--- config.mk ---
export PLATFORM = sky130hd
export DESIGN_NAME = fpu_unpack_norm
export DESIGN_NICKNAME = d
export VERILOG_FILES = /design/src/rtl/fpu_pkg.sv /design/src/rtl/fpu_lzc.sv /design/src/rtl/fpu_unpack_norm.sv
export SDC_FILE = /design/constraint.sdc
export NUM_CORES = 1
export LEC_CHECK = 0
export ABC_AREA = 1
export BUFFER_PORTS_ARGS = -buffer_cell sky130_fd_sc_hd__buf_4
export CAP_MARGIN = 30
export CORE_AREA = 5 5 154 112
export CTS_BUF_LIST = sky130_fd_sc_hd__clkbuf_8
export DETAILED_ROUTE_END_ITERATION = 6
export DIE_AREA = 0 0 159 117
export PLACE_DENSITY_LB_ADDON = 0.05
export REMOVE_ABC_BUFFERS = 1
export SYNTH_ARGS = -nofsm -noshare
export SYNTH_HDL_FRONTEND = slang
export SYNTH_SLANG_ARGS = --single-unit
export TNS_END_PERCENT = 10
--- constraint.sdc ---
create_clock -name clk -period 6.5 [get_ports clk]
set_clock_uncertainty 0.15 [all_clocks]
set_input_delay 0.65 -clock clk [delete_from_list [all_inputs] [get_ports clk]]
set_output_delay 0.65 -clock clk [all_outputs]
set_load 0.01 [all_outputs]
--- src/rtl/fpu_pkg.sv ---
// Shared floating-point definitions: operand class encoding and field-layout helpers
// used by the unpacker and the normaliser in the add path.
package fpu_pkg;

    typedef enum logic [2:0] {
        FP_ZERO      = 3'd0,
        FP_SUBNORMAL = 3'd1,
        FP_NORMAL    = 3'd2,
        FP_INF       = 3'd3,
        FP_QNAN      = 3'd4,
        FP_SNAN      = 3'd5
    } fp_class_t;

    // Packed operand layout is {sign, exponent, fraction}, fraction at bit 0.
    localparam int FP_FRAC_LSB = 32'sd0;

    function automatic int fp_bias(input int exponent_width);
        return (32'sd1 <<< (exponent_width - 32'sd1)) - 32'sd1;
    endfunction

    function automatic int fp_width(input int exponent_width, input int significand_width);
        return 32'sd1 + exponent_width + significand_width;
    endfunction

    function automatic int fp_exp_lsb(input int significand_width);
        return FP_FRAC_LSB + significand_width;
    endfunction

    function automatic int fp_sign_pos(input int exponent_width, input int significand_width);
        return fp_exp_lsb(significand_width) + exponent_width;
    endfunction

endpackage

--- src/rtl/fpu_lzc.sv ---
// Combinational leading-zero counter; returns WIDTH for an all-zero input.
module fpu_lzc #(
    parameter int WIDTH = 52
) (
    input  logic [WIDTH-1:0]         data_i,
    output logic [$clog2(WIDTH+1)-1:0] count_o
);

    localparam int CW = $clog2(WIDTH + 1);

    // Scan upward so the highest set bit determines the final count.
    always_comb begin
        count_o = CW'(WIDTH);
        for (int i = 0; i < WIDTH; i++) begin
            count_o = data_i[i] ? CW'(WIDTH - 1 - i) : count_o;
        end
    end

endmodule

--- src/rtl/fpu_unpack_norm.sv ---
// Two-stage floating-point unpacker: classifies the operand, removes the bias and
// normalises subnormals so downstream datapaths see a leading one on every finite nonzero value.
module fpu_unpack_norm
    import fpu_pkg::*;
#(
    parameter int EXPONENT_WIDTH    = 11,
    parameter int SIGNIFICAND_WIDTH = 52,
    parameter int TAG_WIDTH         = 4
) (
    input  logic                                          clk,
    input  logic                                          rst,
    input  logic                                          in_valid,
    output logic                                          in_ready,
    input  logic [fp_width(EXPONENT_WIDTH, SIGNIFICAND_WIDTH)-1:0] in_fp,
    input  logic                                          in_daz,
    input  logic [TAG_WIDTH-1:0]                          in_tag,
    output logic                                          out_valid,
    input  logic                                          out_ready,
    output logic                                          out_sign,
    output logic [EXPONENT_WIDTH+1:0]                     out_exp,
    output logic [SIGNIFICAND_WIDTH:0]                    out_sig,
    output logic [2:0]                                    out_class,
    output logic                                          out_is_subnormal,
    output logic [TAG_WIDTH-1:0]                          out_tag
);

    localparam int EW   = EXPONENT_WIDTH;
    localparam int SW   = SIGNIFICAND_WIDTH;
    localparam int OEW  = EW + 2;
    localparam int LZW  = $clog2(SW + 1);
    localparam int BIAS = fp_bias(EW);
    localparam logic signed [OEW-1:0] BIAS_S    = OEW'(BIAS);
    localparam logic signed [OEW-1:0] EXP_SPEC  = OEW'(BIAS + 1);

    // Keeps the most negative subnormal exponent inside the signed output range.
    if (SW >= (32'sd1 <<< (EW - 32'sd1))) begin : g_width_check
        $error("fpu_unpack_norm: SIGNIFICAND_WIDTH must be below 2^(EXPONENT_WIDTH-1)");
    end

    logic            in_sign_s;
    logic [EW-1:0]   in_exp_s;
    logic [SW-1:0]   in_frac_s;
    logic [LZW-1:0]  in_lz_s;
    fp_class_t       in_class_s;
    logic            in_sub_s;
    logic            s1_load_s;
    logic            s2_load_s;

    logic            s1_valid_q;
    logic            s1_sign_q;
    logic [EW-1:0]   s1_exp_q;
    logic [SW-1:0]   s1_frac_q;
    logic [LZW-1:0]  s1_lz_q;
    fp_class_t       s1_class_q;
    logic            s1_sub_q;
    logic [TAG_WIDTH-1:0] s1_tag_q;

    logic signed [OEW-1:0] out_exp_d;
    logic [SW:0]           out_sig_d;
    logic [LZW-1:0]        shamt_s;

    logic            out_valid_q;
    logic            out_sign_q;
    logic [OEW-1:0]  out_exp_q;
    logic [SW:0]     out_sig_q;
    fp_class_t       out_class_q;
    logic            out_sub_q;
    logic [TAG_WIDTH-1:0] out_tag_q;

    assign in_sign_s = in_fp[fp_sign_pos(EW, SW)];
    assign in_exp_s  = in_fp[fp_exp_lsb(SW) +: EW];
    assign in_frac_s = in_fp[FP_FRAC_LSB +: SW];

    assign s2_load_s = !out_valid_q || out_ready;
    assign s1_load_s = !s1_valid_q || s2_load_s;
    assign in_ready  = s1_load_s;

    fpu_lzc #(.WIDTH(SW)) u_lzc (
        .data_i  (in_frac_s),
        .count_o (in_lz_s)
    );

    // Operand classification; DAZ flushes subnormals to zero but still flags them.
    always_comb begin
        in_class_s = FP_NORMAL;
        in_sub_s   = 1'b0;
        if (in_exp_s == {EW{1'b0}}) begin
            if (in_frac_s == {SW{1'b0}}) begin
                in_class_s = FP_ZERO;
            end else if (in_daz) begin
                in_class_s = FP_ZERO;
                in_sub_s   = 1'b1;
            end else begin
                in_class_s = FP_SUBNORMAL;
                in_sub_s   = 1'b1;
            end
        end else if (&in_exp_s) begin
            if (in_frac_s == {SW{1'b0}}) begin
                in_class_s = FP_INF;
            end else if (in_frac_s[SW-1]) begin
                in_class_s = FP_QNAN;
            end else begin
                in_class_s = FP_SNAN;
            end
        end else begin
            in_class_s = FP_NORMAL;
        end
    end

    // Stage 1 register: unpacked fields, class and leading-zero count.
    always_ff @(posedge clk) begin
        if (rst) begin
            s1_valid_q <= 1'b0;
            s1_sign_q  <= 1'b0;
            s1_exp_q   <= {EW{1'b0}};
            s1_frac_q  <= {SW{1'b0}};
            s1_lz_q    <= {LZW{1'b0}};
            s1_class_q <= FP_ZERO;
            s1_sub_q   <= 1'b0;
            s1_tag_q   <= {TAG_WIDTH{1'b0}};
        end else if (s1_load_s) begin
            s1_valid_q <= in_valid;
            if (in_valid) begin
                s1_sign_q  <= in_sign_s;
                s1_exp_q   <= in_exp_s;
                s1_frac_q  <= in_frac_s;
                s1_lz_q    <= in_lz_s;
                s1_class_q <= in_class_s;
                s1_sub_q   <= in_sub_s;
                s1_tag_q   <= in_tag;
            end
        end
    end

    assign shamt_s = s1_lz_q + {{(LZW-1){1'b0}}, 1'b1};

    // Unbiased exponent and normalised significand per class.
    always_comb begin
        out_exp_d = {OEW{1'b0}};
        out_sig_d = {(SW+1){1'b0}};
        case (s1_class_q)
            FP_NORMAL: begin
                out_exp_d = $signed({2'b00, s1_exp_q}) - BIAS_S;
                out_sig_d = {1'b1, s1_frac_q};
            end
            FP_SUBNORMAL: begin
                out_exp_d = -BIAS_S - $signed({{(OEW-LZW){1'b0}}, s1_lz_q});
                out_sig_d = {1'b0, s1_frac_q} << shamt_s;
            end
            FP_INF: begin
                out_exp_d = EXP_SPEC;
                out_sig_d = {1'b1, {SW{1'b0}}};
            end
            FP_QNAN, FP_SNAN: begin
                out_exp_d = EXP_SPEC;
                out_sig_d = {1'b1, s1_frac_q};
            end
            default: begin
                out_exp_d = {OEW{1'b0}};
                out_sig_d = {(SW+1){1'b0}};
            end
        endcase
    end

    // Stage 2 / output register; holds while the consumer stalls.
    always_ff @(posedge clk) begin
        if (rst) begin
            out_valid_q <= 1'b0;
            out_sign_q  <= 1'b0;
            out_exp_q   <= {OEW{1'b0}};
            out_sig_q   <= {(SW+1){1'b0}};
            out_class_q <= FP_ZERO;
            out_sub_q   <= 1'b0;
            out_tag_q   <= {TAG_WIDTH{1'b0}};
        end else if (s2_load_s) begin
            out_valid_q <= s1_valid_q;
            if (s1_valid_q) begin
                out_sign_q  <= s1_sign_q;
                out_exp_q   <= out_exp_d;
                out_sig_q   <= out_sig_d;
                out_class_q <= s1_class_q;
                out_sub_q   <= s1_sub_q;
                out_tag_q   <= s1_tag_q;
            end
        end
    end

    assign out_valid        = out_valid_q;
    assign out_sign         = out_sign_q;
    assign out_exp          = out_exp_q;
    assign out_sig          = out_sig_q;
    assign out_class        = out_class_q;
    assign out_is_subnormal = out_sub_q;
    assign out_tag          = out_tag_q;

endmodule
**After elaboration in Yosys (flattened, before gate mapping)**

Index checks and enable logic that the tools add are counted.

- Register bits: 155
- Bits in latches: 0
- Bits in writable memories: 0
- Bits in read-only memories: 0
- Input port bits: 73
- Output and inout port bits: 77
- Word-level logic and storage cells: 97
- Memories kept: 0

- Add/subtract/negate cells: 3
- Multiply operators: 0
- Div/mod/pow operators: 0
- Order comparisons: 0
- Equality and inequality tests: 5
- Shift-type cells: 1
- Multiplexer cells: 62
- Bitwise logic cells: 0
- Reductions and logical operators: 11

Operators by type and width:

| cell | count |
|---|---|
| 6-bit 2-to-1 mux | 51 |
| 53-bit one-hot mux with 3 select lines | 1 |
| 52-bit by 6-bit left shift with 53-bit output | 1 |
| 52-bit logical NOT | 1 |
| 13-bit one-hot mux with 3 select lines | 1 |
| 3-bit 2-to-1 mux | 4 |
| 11-bit by 10-bit subtractor with 12-bit output (second input constant) | 1 |
| 11-bit by 7-bit subtractor with 12-bit output (first input constant) | 1 |
| 11-bit logical NOT | 1 |
| 11-bit AND reduction | 1 |
| 6-bit by 1-bit adder with 6-bit output (second input constant) | 1 |
| 3-bit by 2-bit equality test with 1-bit output (second input constant) | 2 |
| 3-bit equality test (second input constant) | 2 |
| 3-bit OR reduction | 2 |
| 1-bit 2-to-1 mux | 5 |
| 2-bit AND reduction | 2 |
| 3-bit by 1-bit equality test with 1-bit output (second input constant) | 1 |
| 1-bit logical NOT | 2 |
| 1-bit logical OR | 2 |

**Depth between registers and ports, before layout**

Gate-level depths: netlist of run 1.

- Word-level depth: 52
- Depth in mapped cells: 53
- Gate-level depth less buffers: 53

**Cells and area by module**

A second synthesis of run 1 with hierarchy kept.

- Cells, all modules: 1742
- Area total of the unflattened synthesis: 10319.9 um2

Modules (own cells, without submodules):

| module | instances | cells an instance | area each (um2) | sequential area each (um2) |
|---|---|---|---|---|
| fpu_unpack_norm | 1 | 1560 | 9529.1 | 3083.0 |
| fpu_lzc | 1 | 182 | 790.8 | 0.0 |

**Least setup slack after synthesis of run 1**

No wires, ideal clock.

- Path type: in2reg
- From: input in_fp[1]
- To: register s1_lz_q[0]
- Library setup time: 131 ps
- Data arrival time: 2848 ps
- Data required time: 6219 ps
- Slack: 3372 ps
- Stages on the path: 53
- Path buffers: 0
- Path through: inv_1 nand2_1 nand2_1 nand2_1 nand2_1 nand2_1 nand2_1 nand2_1 nand2_1 nand2_1 nand2_1 nand2_1 nand2_1 nand2_1 nand2_1 nand2_1 nand2_1 nand2_1 [... 17 more ...] nand2_1 nand2_1 nand2_1 nand2_1 nand2_1 nand2_1 nand2_1 nand2_1 nand2_1 nand2_1 nand2_1 nand2_1 nand2_1 nand2_1 nand2_1 nand2_1 nand2_1 a21oi_2

- Word-level cells in the longest chain between the ends: 51

RTL lines:

| element | line | source |
|---|---|---|
| from (decl) | fpu_unpack_norm.sv:14 | `input logic [fp_width(EXPONENT_WIDTH, SIGNIFICAND_WIDTH)-1:0] in_fp,` |
| 6-bit 2-to-1 mux (51 in a row) | fpu_lzc.sv:15 | `count_o = data_i[i] ? CW'(WIDTH - 1 - i) : count_o;` |
| to (signal assigned) | fpu_unpack_norm.sv:117 | `s1_lz_q <= {LZW{1'b0}};` |
| to (signal assigned) | fpu_unpack_norm.sv:127 | `s1_lz_q <= in_lz_s;` |
| to (decl) | fpu_unpack_norm.sv:53 | `logic [LZW-1:0] s1_lz_q;` |

Every way passes these cells.
A chain may end at the register's enable or synchronous reset.

**Worst setup path in the final report of run 1**

- From: register s1_lz_q[0]
- To: register out_sig_q[10], in the netlist out_sig[10]

- Word-level cells in the longest chain between the ends: 3

RTL lines:

| element | line | source |
|---|---|---|
| 6-bit by 1-bit adder with 6-bit output | fpu_unpack_norm.sv:135 | `assign shamt_s = s1_lz_q + {{(LZW-1){1'b0}}, 1'b1};` |
| 52-bit by 6-bit left shift with 53-bit output | fpu_unpack_norm.sv:148 | `out_sig_d = {1'b0, s1_frac_q} << shamt_s;` |
| 53-bit one-hot mux with 3 select lines | fpu_unpack_norm.sv:141 | `case (s1_class_q)` |
| to (signal assigned) | fpu_unpack_norm.sv:171 | `out_sig_q <= {(SW+1){1'b0}};` |
| to (signal assigned) | fpu_unpack_norm.sv:180 | `out_sig_q <= out_sig_d;` |
| to (decl) | fpu_unpack_norm.sv:65 | `logic [SW:0] out_sig_q;` |

Every way passes these cells.

==> summary.md, run 1 <==
| Metric | Value |
|---|---|
| Vias in the first global route | `a little under 10,000` |
| Total congestion overflow | `0` |
| Filler instances | `between 1,000 and 1,500` |
| Initial antenna violation count | `0` |
| Largest area contributor in the synthesized netlist | `dfxtp_1` |
| Tcrit/Tclk final | `around three fifths` |
| Ys flop type | `dfxtp_1` |
| Slew margin rel. | `around 34%` |
| Length in cells of the worst reg-to-reg path | `9` |
| Most used cell, CP | `nand2_1` |
| Fin cells | `about 1,800` |
| Hold-fix buffers, CTS | `0` |
| Die height | `about 120 um` |
| Seq/Total Area, Yosys | `31.6%` |
| Synth-to-layout area growth | `15.8%` |
| Synth top cells by count | `445 x nand2_1, 154 x dfxtp_1, 136 x inv_1` |
| Final setup fails | `0` |
| Worst IR drop on VDD | `roughly 0.17 mV` |
| DR vias/cell | `roughly 6` |
| Power Density | `~210 nW/um^2` |
| Layout cells sized above 1 | `between 10% and 20%` |
| Crit-path leading delay family | `flip-flops` |
| RSZ-0062 raised after global routing | `no` |
| F_max | `roughly 260 MHz` |
| Fin. Hold Viols | `0` |
| FF-to-FF Start | `s1_lz_q[0]` |
| Seq cells post-synth | `around 150` |
| Port buffer count | `between 100 and 150` |
| Dpl cells | `1,798` |
| Post-CTS sizing | `0` |
| FFs w/ async S/R, synth | `0%` |
| Slew @ Worst Pin | `984 ps` |
| Routed wire length per instance | `about 19 um` |
| Final design utilization | `a little under three quarters` |
| Distinct cells, synth | `36` |
| CP max FO | `48` |
| WS Path Type | `reg2reg` |
| Starting density of the core | `between 60 and 70%` |
| Finished Cell Area | `11,300 sq um` |
| Critical Path RT | `between 6000 and 7000 ps` |
| Post-layout min period | `3890 ps` |
| Post-Synthesis Cells | `about 1,500` |
| WP buf/inv | `1` |
| Vias post-DR | `between 10,000 and 15,000` |
| Multi-input gate area | `5610 sq um` |
| Synth Warn # | `0` |
| R2R Path End | `out_sig[10]` |
| EDFF count, synth | `0` |
| Pre-CTS WS | `2740 ps` |
| Crit-path max cell delay | `840 ps` |
| Arrival time of the worst setup path | `4140 ps` |
| Yosys top cell area share | `between 30% and 40%` |
| Largest net degree at the start of global routing | `79` |
| N_diodes | `0` |
| DR DRC count | `1` |
| Mapped Area | `between 9000 and 10,000 sq um` |
| Total Power | `approximately 2.4 mW` |
| Final #Nets | `about 1,700` |
| Routed Antenna Nets | `0` |
| Worst path cell trace | `ha_1, nand3_1, xor2_4, inv_1, nor2_1, nand2_1, o21ai_1, nand2_1, a21oi_1` |
| Clock Pin Slew Worst Setup and Hold Paths | `around 100 ps` |
| Hold path startpoint | `in_fp[63]` |
| Final Worst Setup Slack | `approximately 2600 ps` |
| Pre-antenna DRT Iters | `7` |
| Final wirelength | `approximately 34,000 um` |
| Worst setup SP type | `flip-flop` |
| Post-CTS setup buffer count | `0` |
| Status | `finished with violations` |
| Initial DRC Count | `1,468` |
| WHS Path Cells | `3` |
| Pins Over Slew Limit | `0` |
| Total track usage | `roughly 35%` |
| FF-to-FF setup slack | `approximately 2600 ps` |
| First-pass GRT wire length | `roughly 53,000 um` |
| Hold slack | `271 ps` |
| FF+latch area | `3080 sq um` |
| Clock latency on the worst-skew pair | `between 400 and 500 ps` |
| Slowest cell on crit path | `dfxtp_2` |
| CTS Buf Count | `17` |
| Largest cells by area after synthesis | `dfxtp_1 32%, nand2_1 17%, mux2i_1 6.6%, a21oi_1 6.4%, o21ai_1 5.5%` |
| Detailed Place HPWL | `roughly 25,000 um` |
| Num Clock Sinks | `154` |
| Row Count | `39` |
| Max cap viols | `0` |
| CTS root buf | `clkbuf_8` |
| Hold EP | `s1_sign_q` |
| Htree depth | `4` |
| Syn Area/Cell | `6.34 sq um` |
| Critical path capture point type | `flip-flop` |
| # IOs | `150` |
| Final Wtd Congestion | `1.02` |
| Clock Tree Buf Depth | `2` |
| Hold Crit Class | `in2reg` |
| Setup TNS | `0 ps` |
| Core area | `around 16,000 sq um` |
| Die X | `159 um` |
| Failing checks | `DRC` |
| Most common cell in the synthesized netlist | `nand2_1` |
| P_leak | `a little under 5 nW` |
| Die area | `roughly 19,000 sq um` |
| CTS tree | `yes` |
| Area after DPL | `10,900 sq um` |
## metal layers
layer  GRT usage (%)  share of wire [%]
met2            53.5                 43
met1            50.6                 44
met5               0                  0
met3            8.47                 11
met4            11.2                2.4
## registers in the layout, summed over array words and instances (netlist names)
signal	count
s1_tag_q	4
s1_sign_q	1
s1_frac_q	52
out_is_subnormal	1
out_sign	1
s1_class_q	3
out_class	3
out_sig	53
out_exp	12
s1_valid_q	1
s1_exp_q	11
out_valid	1
out_tag	4
s1_sub_q	1
s1_lz_q	6
## layout by cell type (no fill, tap or decap), types with 6 or more instances in the layout
master / Yosys / routed
o211ai_1: 6 / 6
nand2_1: 445 / 443
o22ai_1: 26 / 26
dfxtp_1: 154 / 153
bufinv_8: 7 / 7
clkbuf_8: 0 / 17
o21ai_1: 107 / 107
inv_1: 136 / 137
a211oi_1: 63 / 63
inv_2: 20 / 20
nand3_1: 23 / 23
o21ai_0: 64 / 64
nor3_1: 11 / 11
a21oi_1: 124 / 124
nor2_1: 129 / 128
o221ai_1: 17 / 17
buf_4: 2 / 159
mux2i_1: 64 / 64
## how the worst max path moves through the flow
stage | end | slack, ps | cells past startpoint | startpoint
2_1_floorplan | out_sig[50] | -50 | 10 | s1_lz_q[0]
3_3_place_gp | out_sig[45] | 2760 | 10 | s1_lz_q[0]
3_5_place_dp | out_sig[45] | 2740 | 10 | s1_lz_q[0]
4_1_cts | out_sig[45] | 2720 | 10 | s1_lz_q[0]
5_1_grt | out_sig[10] | 2320 | 9 | s1_lz_q[0]
6_report | out_sig[10] | 2610 | 9 | s1_lz_q[0]
## worst min-delay path, delay by kind of cell
kind	cells	cell delay (ps)
simple gates	1	50
compound gates	1	50
buf+inv	1	110
## where the power goes
group / internal, mW / switching (mW)
Clock: 0.397 / 0.430
Sequential: 0.984 / 0.0281
Combinational: 0.175 / 0.346
Total: 1.56 / 0.804
## cells by family after synthesis
| family | count (synthesis) | share of synthesized area (%) |
|---|---|---|
| buffers and inverters | 268 | 11.4 |
| AOI/OAI and AO/OA | 420 | 24.7 |
| DFF | 154 | 31.6 |
| adders and majority gates | 5 | 0.642 |
| muxes | 64 | 6.57 |
| and+or+nand+nor | 623 | 24.8 |
| xor gates and xnor gates | 3 | 0.270 |
## layout make-up
type,instances,share of cell area [%]
Clock buffer,17,2.07
Multi-Input combinational cell,1115,49.6
Inverter,164,6.30
Clock inverter,15,1.79
Timing Repair Buffer,160,10.6
Sequential cell,154,27.3
Tap cell,205,2.27
(Power assumes the default switching activity.)
==> inputs of run 2 (changes only) <==
--- a/config.mk
+++ b/config.mk
@@ -8,10 +8,10 @@
 export ABC_AREA = 1
 export BUFFER_PORTS_ARGS = -buffer_cell sky130_fd_sc_hd__buf_4
 export CAP_MARGIN = 30
-export CORE_AREA = 5 5 154 112
+export CORE_AREA = 5 5 159 115
 export CTS_BUF_LIST = sky130_fd_sc_hd__clkbuf_8
 export DETAILED_ROUTE_END_ITERATION = 6
-export DIE_AREA = 0 0 159 117
+export DIE_AREA = 0 0 164 120
 export PLACE_DENSITY_LB_ADDON = 0.05
 export REMOVE_ABC_BUFFERS = 1
 export SYNTH_ARGS = -nofsm -noshare
==> constraint.sdc (replaced) <==
create_clock -name clk -period 3.75 [get_ports clk]
set_clock_uncertainty 0.15 [all_clocks]
set_input_delay 0.375 -clock clk [delete_from_list [all_inputs] [get_ports clk]]
set_output_delay 0.375 -clock clk [all_outputs]
set_load 0.01 [all_outputs]
==> summary.md, run 2 (same netlist as run 1, synthesis figures left out) <==
| Metric | Value |
|---|---|
| Status | `complete, no violations` |
| Critical Path Source | `s1_lz_q[2]` |
| FF-to-FF Start | `s1_lz_q[2]` |
| Sequential share of power | `43.4% (+0.5 points)` |
| CTS root buf | `clkbuf_8` |
| Largest net degree at the start of global routing | `80 (+1.3%)` |
| F_max | `320 MHz (+25%)` |
| Pre-CTS WS | `295 ps (-2440 ps)` |
| Die area | `19,700 sq um (+5.8%)` |
| Combinational share of power | `22.6% (+0.5 points)` |
| Port buffer count | `149 (unchanged)` |
| CTS tree | `yes` |
| Tcrit/Tclk final | `83.3% (+23 points)` |
| Synth-to-layout area growth | `17.5%` |
| Critical Path RT | `4020 ps (-2720 ps)` |
| Core area | `16,700 sq um (+6.1%)` |
| Net Sw Frac | `34.1% (about the same)` |
| Length in cells of the worst reg-to-reg path | `14 (+5)` |
| DR vias/cell | `5.82 (-3.3%)` |
| Worst setup SP type | `flip-flop` |
| Int Power | `2.66 mW (+71%)` |
| CTS Buf Count | `17 (unchanged)` |
| Finished Cell Area | `11,500 sq um (+1.4%)` |
| Initial antenna violation count | `0 (unchanged)` |
| CP max FO | `28 (-42%)` |
| Pins Over Slew Limit | `0 (unchanged)` |
| WS Path Type | `reg2reg` |
| Post-CTS setup buffer count | `0 (unchanged)` |
| Final wirelength | `33,400 um (-2.8%)` |
| Max cap viols | `0 (unchanged)` |
| Final Worst Setup Slack | `627 ps (-1980 ps)` |
| FF-to-FF setup slack | `630 ps (-1980 ps)` |
| Final #Nets | `1,704 (+0.83%)` |
| Fin. Hold Viols | `0 (unchanged)` |
| Vias in the first global route | `9,515 (-3.6%)` |
| Most common cell after layout, fill and taps aside | `nand2_1` |
| Critical path capture point type | `flip-flop` |
| P_leak | `4.86 nW (+1.1%)` |
| Most frequent cells in the layout | `443 x nand2_1, 167 x buf_4, 153 x dfxtp_1, 136 x inv_1, 129 x nor2_1` |
| Detailed Place HPWL | `24,800 um (-0.82%)` |
| Final setup fails | `0 (unchanged)` |
| Row Count | `40 (+2.6%)` |
| Hold Crit Class | `in2reg` |
| Die X | `164 um (+3.1%)` |
| Power Density | `351 nW/um^2 (+68%)` |
| P_sw | `1.37 mW (+71%)` |
| Max FFs per register | `53 (unchanged)` |
| Clock network fraction of design power | `34.0% (-1.0 points)` |
| Worst IR drop on VDD | `0.267 mV (+58%)` |
| Layout cells sized above 1 | `14.5% (+0.43 points)` |
| Arrival time of the worst setup path | `3390 ps (-750 ps)` |
| Fin cells | `1,870 (+2.2%)` |
| Final design utilization | `68.5% (-3.1 points)` |
| Filler instances | `1,578 (+17%)` |
| Starting density of the core | `58.3% (-3.5 points)` |
| Clock Pin Slew Worst Setup and Hold Paths | `100 ps (about the same)` |
| Num Clock Sinks | `154 (unchanged)` |
| Routed Antenna Nets | `0 (unchanged)` |
| Post-layout min period | `3120 ps (-770 ps)` |
| Dpl cells | `1,833 (+1.9%)` |
| Slew @ Worst Pin | `915 ps (-69.0 ps)` |
| RSZ-0062 raised after global routing | `no` |
| Routed wire length per instance | `17.8 um (-4.9%)` |
| Pre-antenna DRT Iters | `6 (-1)` |
| Crit path capture | `out_sig[27]` |
| Clock latency on the worst-skew pair | `480 ps (about the same)` |
| Area after DPL | `11,000 sq um (+1.2%)` |
| Clock Tree Buf Depth | `2 (unchanged)` |
| Die height | `120 um (+2.6%)` |
| Final Wtd Congestion | `1.03 (+1.2%)` |
| Initial DRC Count | `1,440 (-1.9%)` |
| Total track usage | `33.1% (-2.4 points)` |
| Vias post-DR | `10,900 (-1.2%)` |
| Htree depth | `4 (unchanged)` |
| Total Power | `4.03 mW (+71%)` |
| N_diodes | `0 (unchanged)` |
| DR DRC count | `0 (-1)` |
| Total congestion overflow | `0 (unchanged)` |
| Slew margin rel. | `38.9% (+4.6 points)` |
| Post-CTS sizing | `0 (unchanged)` |
| # IOs | `150 (unchanged)` |
| First-pass GRT wire length | `51,700 um (-2.6%)` |
| R2R Path End | `out_sig[27]` |
run 2: cell count changes in the layout (fill, tap and decap cells not counted), moves of 2 or more:
| cell | before | now |
|---|---|---|
| buf_4 | 159 | 167 |
| clkinvlp_4 | 0 | 2 |
| dlygate4sd3_1 | 0 | 5 |
| buf_12 | 0 | 2 |
| inv_8 | 5 | 2 |
| inv_6 | 4 | 6 |
run 2: routing by layer:
layer | global-route usage, % | part of all wire [%] | wire, um
met4 | 7.81 | 1.9 | 618
met3 | 6.97 | 10 | 3390
met1 | 50.7 | 47 | 15700
met2 | 46.9 | 41 | 13700
met5 | 0 | 0 | 0
run 2: critical path: stages, from the launching register on:
cell and delay [ps]:
dfxtp_1 550, ha_1 210, inv_1 50, nor3_1 180, nand2_1 90, xor2_1 420, inv_2 120, nor2_1 150
buf_4 210, inv_2 260, a21oi_1 190, o21ai_1 150, o21ai_0 110, nand2_1 70, a21oi_1 130
run 2: worst min path at each step:
stage / slack [ps] / cells after the start / start / end
after detailed placement: 310 / 2 / s1_sign_q / s1_sign_q
after global routing: 6 / 3 / in_fp[59] / s1_exp_q[7]
after global placement: 300 / 2 / s1_tag_q[0] / out_tag[0]
after CTS: 4 / 3 / in_tag[2] / s1_tag_q[2]
after floorplan: 280 / 2 / s1_sign_q / out_sign
final: 20 / 3 / in_fp[59] / s1_exp_q[7]
run 2: area by class of cell:
cell class | count | area [sq um] | area share [%]
Clock buffer | 18 | 248 | 2.16
Timing Repair Buffer | 174 | 1340 | 11.7
Inverter | 164 | 712 | 6.22
Sequential cell | 154 | 3080 | 26.9
Tap cell | 231 | 289 | 2.52
Multi-Input combinational cell | 1115 | 5600 | 48.9
Clock inverter | 14 | 175 | 1.53
run 2: power by group through the flow:
stage	combinational (mW)	sequential (mW)	clock (mW)
floorplan	0.521	1.79	0
global placement	0.867	1.78	0
detailed placement	0.873	1.78	0
CTS	0.880	1.75	1.37
global route	0.988	1.76	1.45
finish	0.908	1.75	1.37
run 2: timing repair:
item,4_1_cts,5_1_grt
hold endpoints to repair,3,2
hold buffers,3,2
endpoints found under the setup margin,0,0
run 2: metrics by stage:
step                      setup TNS, ps  hold WS [ps]
after floorplan                 -137550           285
after global placement                0           297
after detailed placement              0           306
after CTS                             0          3.74
after global routing                  0          5.86
final                                 0          19.7
==> inputs of run 3 (changes only) <==
==> constraint.sdc (replaced) <==
create_clock -name clk -period 3 [get_ports clk]
set_clock_uncertainty 0.15 [all_clocks]
set_input_delay 0.3 -clock clk [delete_from_list [all_inputs] [get_ports clk]]
set_output_delay 0.3 -clock clk [all_outputs]
set_load 0.01 [all_outputs]
==> summary.md, run 3 (same netlist as run 1, synthesis figures left out) <==
| Metric | Value |
|---|---|
| Sequential share of power | `41.4% (-2.0 points)` |
| Most Used Layer, Global Route | `met2` |
| Int Power | `3.49 mW (+32%)` |
| P_leak | `5.29 nW (+8.7%)` |
| Post-layout min period | `between 2000 and 3000 ps` |
| Routed wire length per instance | `18.7 um (+4.6%)` |
| Arrival time of the worst setup path | `3210 ps (-180 ps)` |
| Hold Crit Class | `in2reg` |
| Vias in the first global route | `10,400 (+9.2%)` |
| Die X | `164 um (unchanged)` |
| N_diodes | `0 (unchanged)` |
| Setup TNS | `0 ps (unchanged)` |
| FF-to-FF setup slack | `160 ps (-470 ps)` |
| Most common cell after layout, fill and taps aside | `nand2_1` |
| Final setup fails | `0 (unchanged)` |
| Area after DPL | `11,300 sq um (+2.8%)` |
| FF+latch area | `3080 sq um (unchanged)` |
| Pre-antenna DRT Iters | `6 (unchanged)` |
| Port buffer count | `149 (unchanged)` |
| Htree depth | `4 (unchanged)` |
| Net Sw Frac | `33.9% (-0.19 points)` |
| Finished Cell Area | `12,300 sq um (+7.5%)` |
| Num Clock Sinks | `154 (unchanged)` |
| Clock Tree Buf Depth | `2 (unchanged)` |
| Combinational share of power | `24.0% (+1.4 points)` |
| Slowest cell on crit path | `dlygate4sd3_1` |
| RSZ-0062 raised after global routing | `yes` |
| Filler instances | `1,358 (-14%)` |
| Fin. Hold Viols | `0 (unchanged)` |
| Total Power | `5.28 mW (+31%)` |
| CTS root buf | `clkbuf_8` |
| Layout cells sized above 1 | `16.0% (+1.5 points)` |
| Core area | `16,700 sq um (unchanged)` |
| Most used cell, CP | `nand2_1` |
| Final design utilization | `73.7% (+5.2 points)` |
| Max FFs per register | `53 (unchanged)` |
| Total track usage | `36.3% (+3.2 points)` |
| Status | `complete, no violations` |
| Most frequent cells in the layout | `441 x nand2_1, 192 x buf_4, 153 x dfxtp_1, 134 x inv_1, 129 x nor2_1` |
| Row Count | `40 (unchanged)` |
| CTS tree | `yes` |
| CTS Buf Count | `17 (unchanged)` |
| WS Path Type | `in2reg` |
| First-pass GRT wire length | `56,600 um (+9.4%)` |
| Die area | `19,700 sq um (unchanged)` |
| Final #Nets | `1,787 (+4.9%)` |
| Total congestion overflow | `0 (unchanged)` |
| F_max | `~330 MHz` |
| Critical Path RT | `3220 ps (-800 ps)` |
| Synth-to-layout area growth | `26.4%` |
| Clock latency on the worst-skew pair | `480 ps (about the same)` |
| Met2 Resource Use GR | `54.2% (+7.3 points)` |
| P_sw | `1.79 mW (+30%)` |
| Worst setup SP type | `primary input` |
| Max cap viols | `0 (unchanged)` |
| Pins Over Slew Limit | `0 (unchanged)` |
| DR DRC count | `0 (unchanged)` |
| Starting density of the core | `58.3% (unchanged)` |
| Slew @ Worst Pin | `745 ps (-170 ps)` |
| Final wirelength | `36,400 um (+9.2%)` |
| GR Util met3 | `10.0% (+3.1 points)` |
| Met1 usage | `51.8% (+1.1 points)` |
| Clock Pin Slew Worst Setup and Hold Paths | `100 ps (about the same)` |
| Detailed Place HPWL | `26,000 um (+5.2%)` |
| Vias post-DR | `11,400 (+4.7%)` |
| Critical path capture point type | `flip-flop` |
| Post-CTS setup buffer count | `0 (unchanged)` |
| Initial antenna violation count | `2 (+2)` |
| Slew margin rel. | `49.9% (+11 points)` |
| Multi-input gate area | `5620 sq um (+0.22%)` |
| Crit-path max cell delay | `530 ps (-20 ps)` |
| Final Wtd Congestion | `0.993 (-3.7%)` |
| Clock network fraction of design power | `34.6% (+0.6 points)` |
| DR vias/cell | `5.83 (+0.20%)` |
| CP max FO | `3 (-89%)` |
| Power Density | `429 nW/um^2 (+22%)` |
| # IOs | `150 (unchanged)` |
| Die height | `120 um (unchanged)` |
| Tcrit/Tclk final | `roughly 100%` |
| Initial DRC Count | `1,675 (+16%)` |
| Largest net degree at the start of global routing | `71 (-11%)` |
| Worst IR drop on VDD | `0.363 mV (+36%)` |
| Routed Antenna Nets | `0 (unchanged)` |
## run 3: final timing paths
path                        end   startpoint  cells past startpoint
setup / recovery     s1_lz_q[0]    in_fp[14]                     42
hold / removal    s1_frac_q[41]    in_fp[41]                      3
setup reg to reg    out_sig[43]   s1_lz_q[1]                     11
hold reg to reg      out_tag[2]  s1_tag_q[2]                      2
## run 3: per-layer routing
layer	wire length, um	share of wire, %
met2	15600	43
met3	4120	11
met1	15900	44
met4	708	1.9
met5	20	0.055
## run 3: stage by stage
step / std cells / setup slack (ps) / hold slack, ps
4_1_cts: 1953 / 46.0 / 2.49
2_1_floorplan: 1433 / -3550 / 212
5_1_grt: 1953 / -351 / 19.2
3_3_place_gp: 1866 / -345 / 296
3_5_place_dp: 1866 / -388 / 302
6_report: 1953 / 1.63 / 21.8
## run 3: power by group through the flow
stage / Clock (mW) / Combinational [mW] / Sequential, mW
after CTS: 1.82 / 1.22 / 2.18
final: 1.83 / 1.27 / 2.19
after detailed placement: 0 / 1.16 / 2.23
after global placement: 0 / 1.14 / 2.23
after global routing: 1.92 / 1.37 / 2.20
after floorplan: 0 / 0.651 / 2.24
## run 3: critical path, delay by kind of cell
family,cells,cell delay [ps]
AND/OR/NAND/NOR,38,2040
buffers and inverters,3,830
AO/OA/AOI/OAI,1,50
## run 3: cell type report
class	instances	area share, %
sequential	154	25.0
clock inverter	14	1.65
clock buffer	18	2.01
inverter	164	5.78
multi-input combinational	1115	45.6
tap	231	2.35
timing repair buffer	257	17.6
## run 3: timing repair
item	in CTS	in global routing
setup endpoints to repair	0	4
hold buffers	55	0
resized for setup	0	9
hold endpoints to repair	55	0
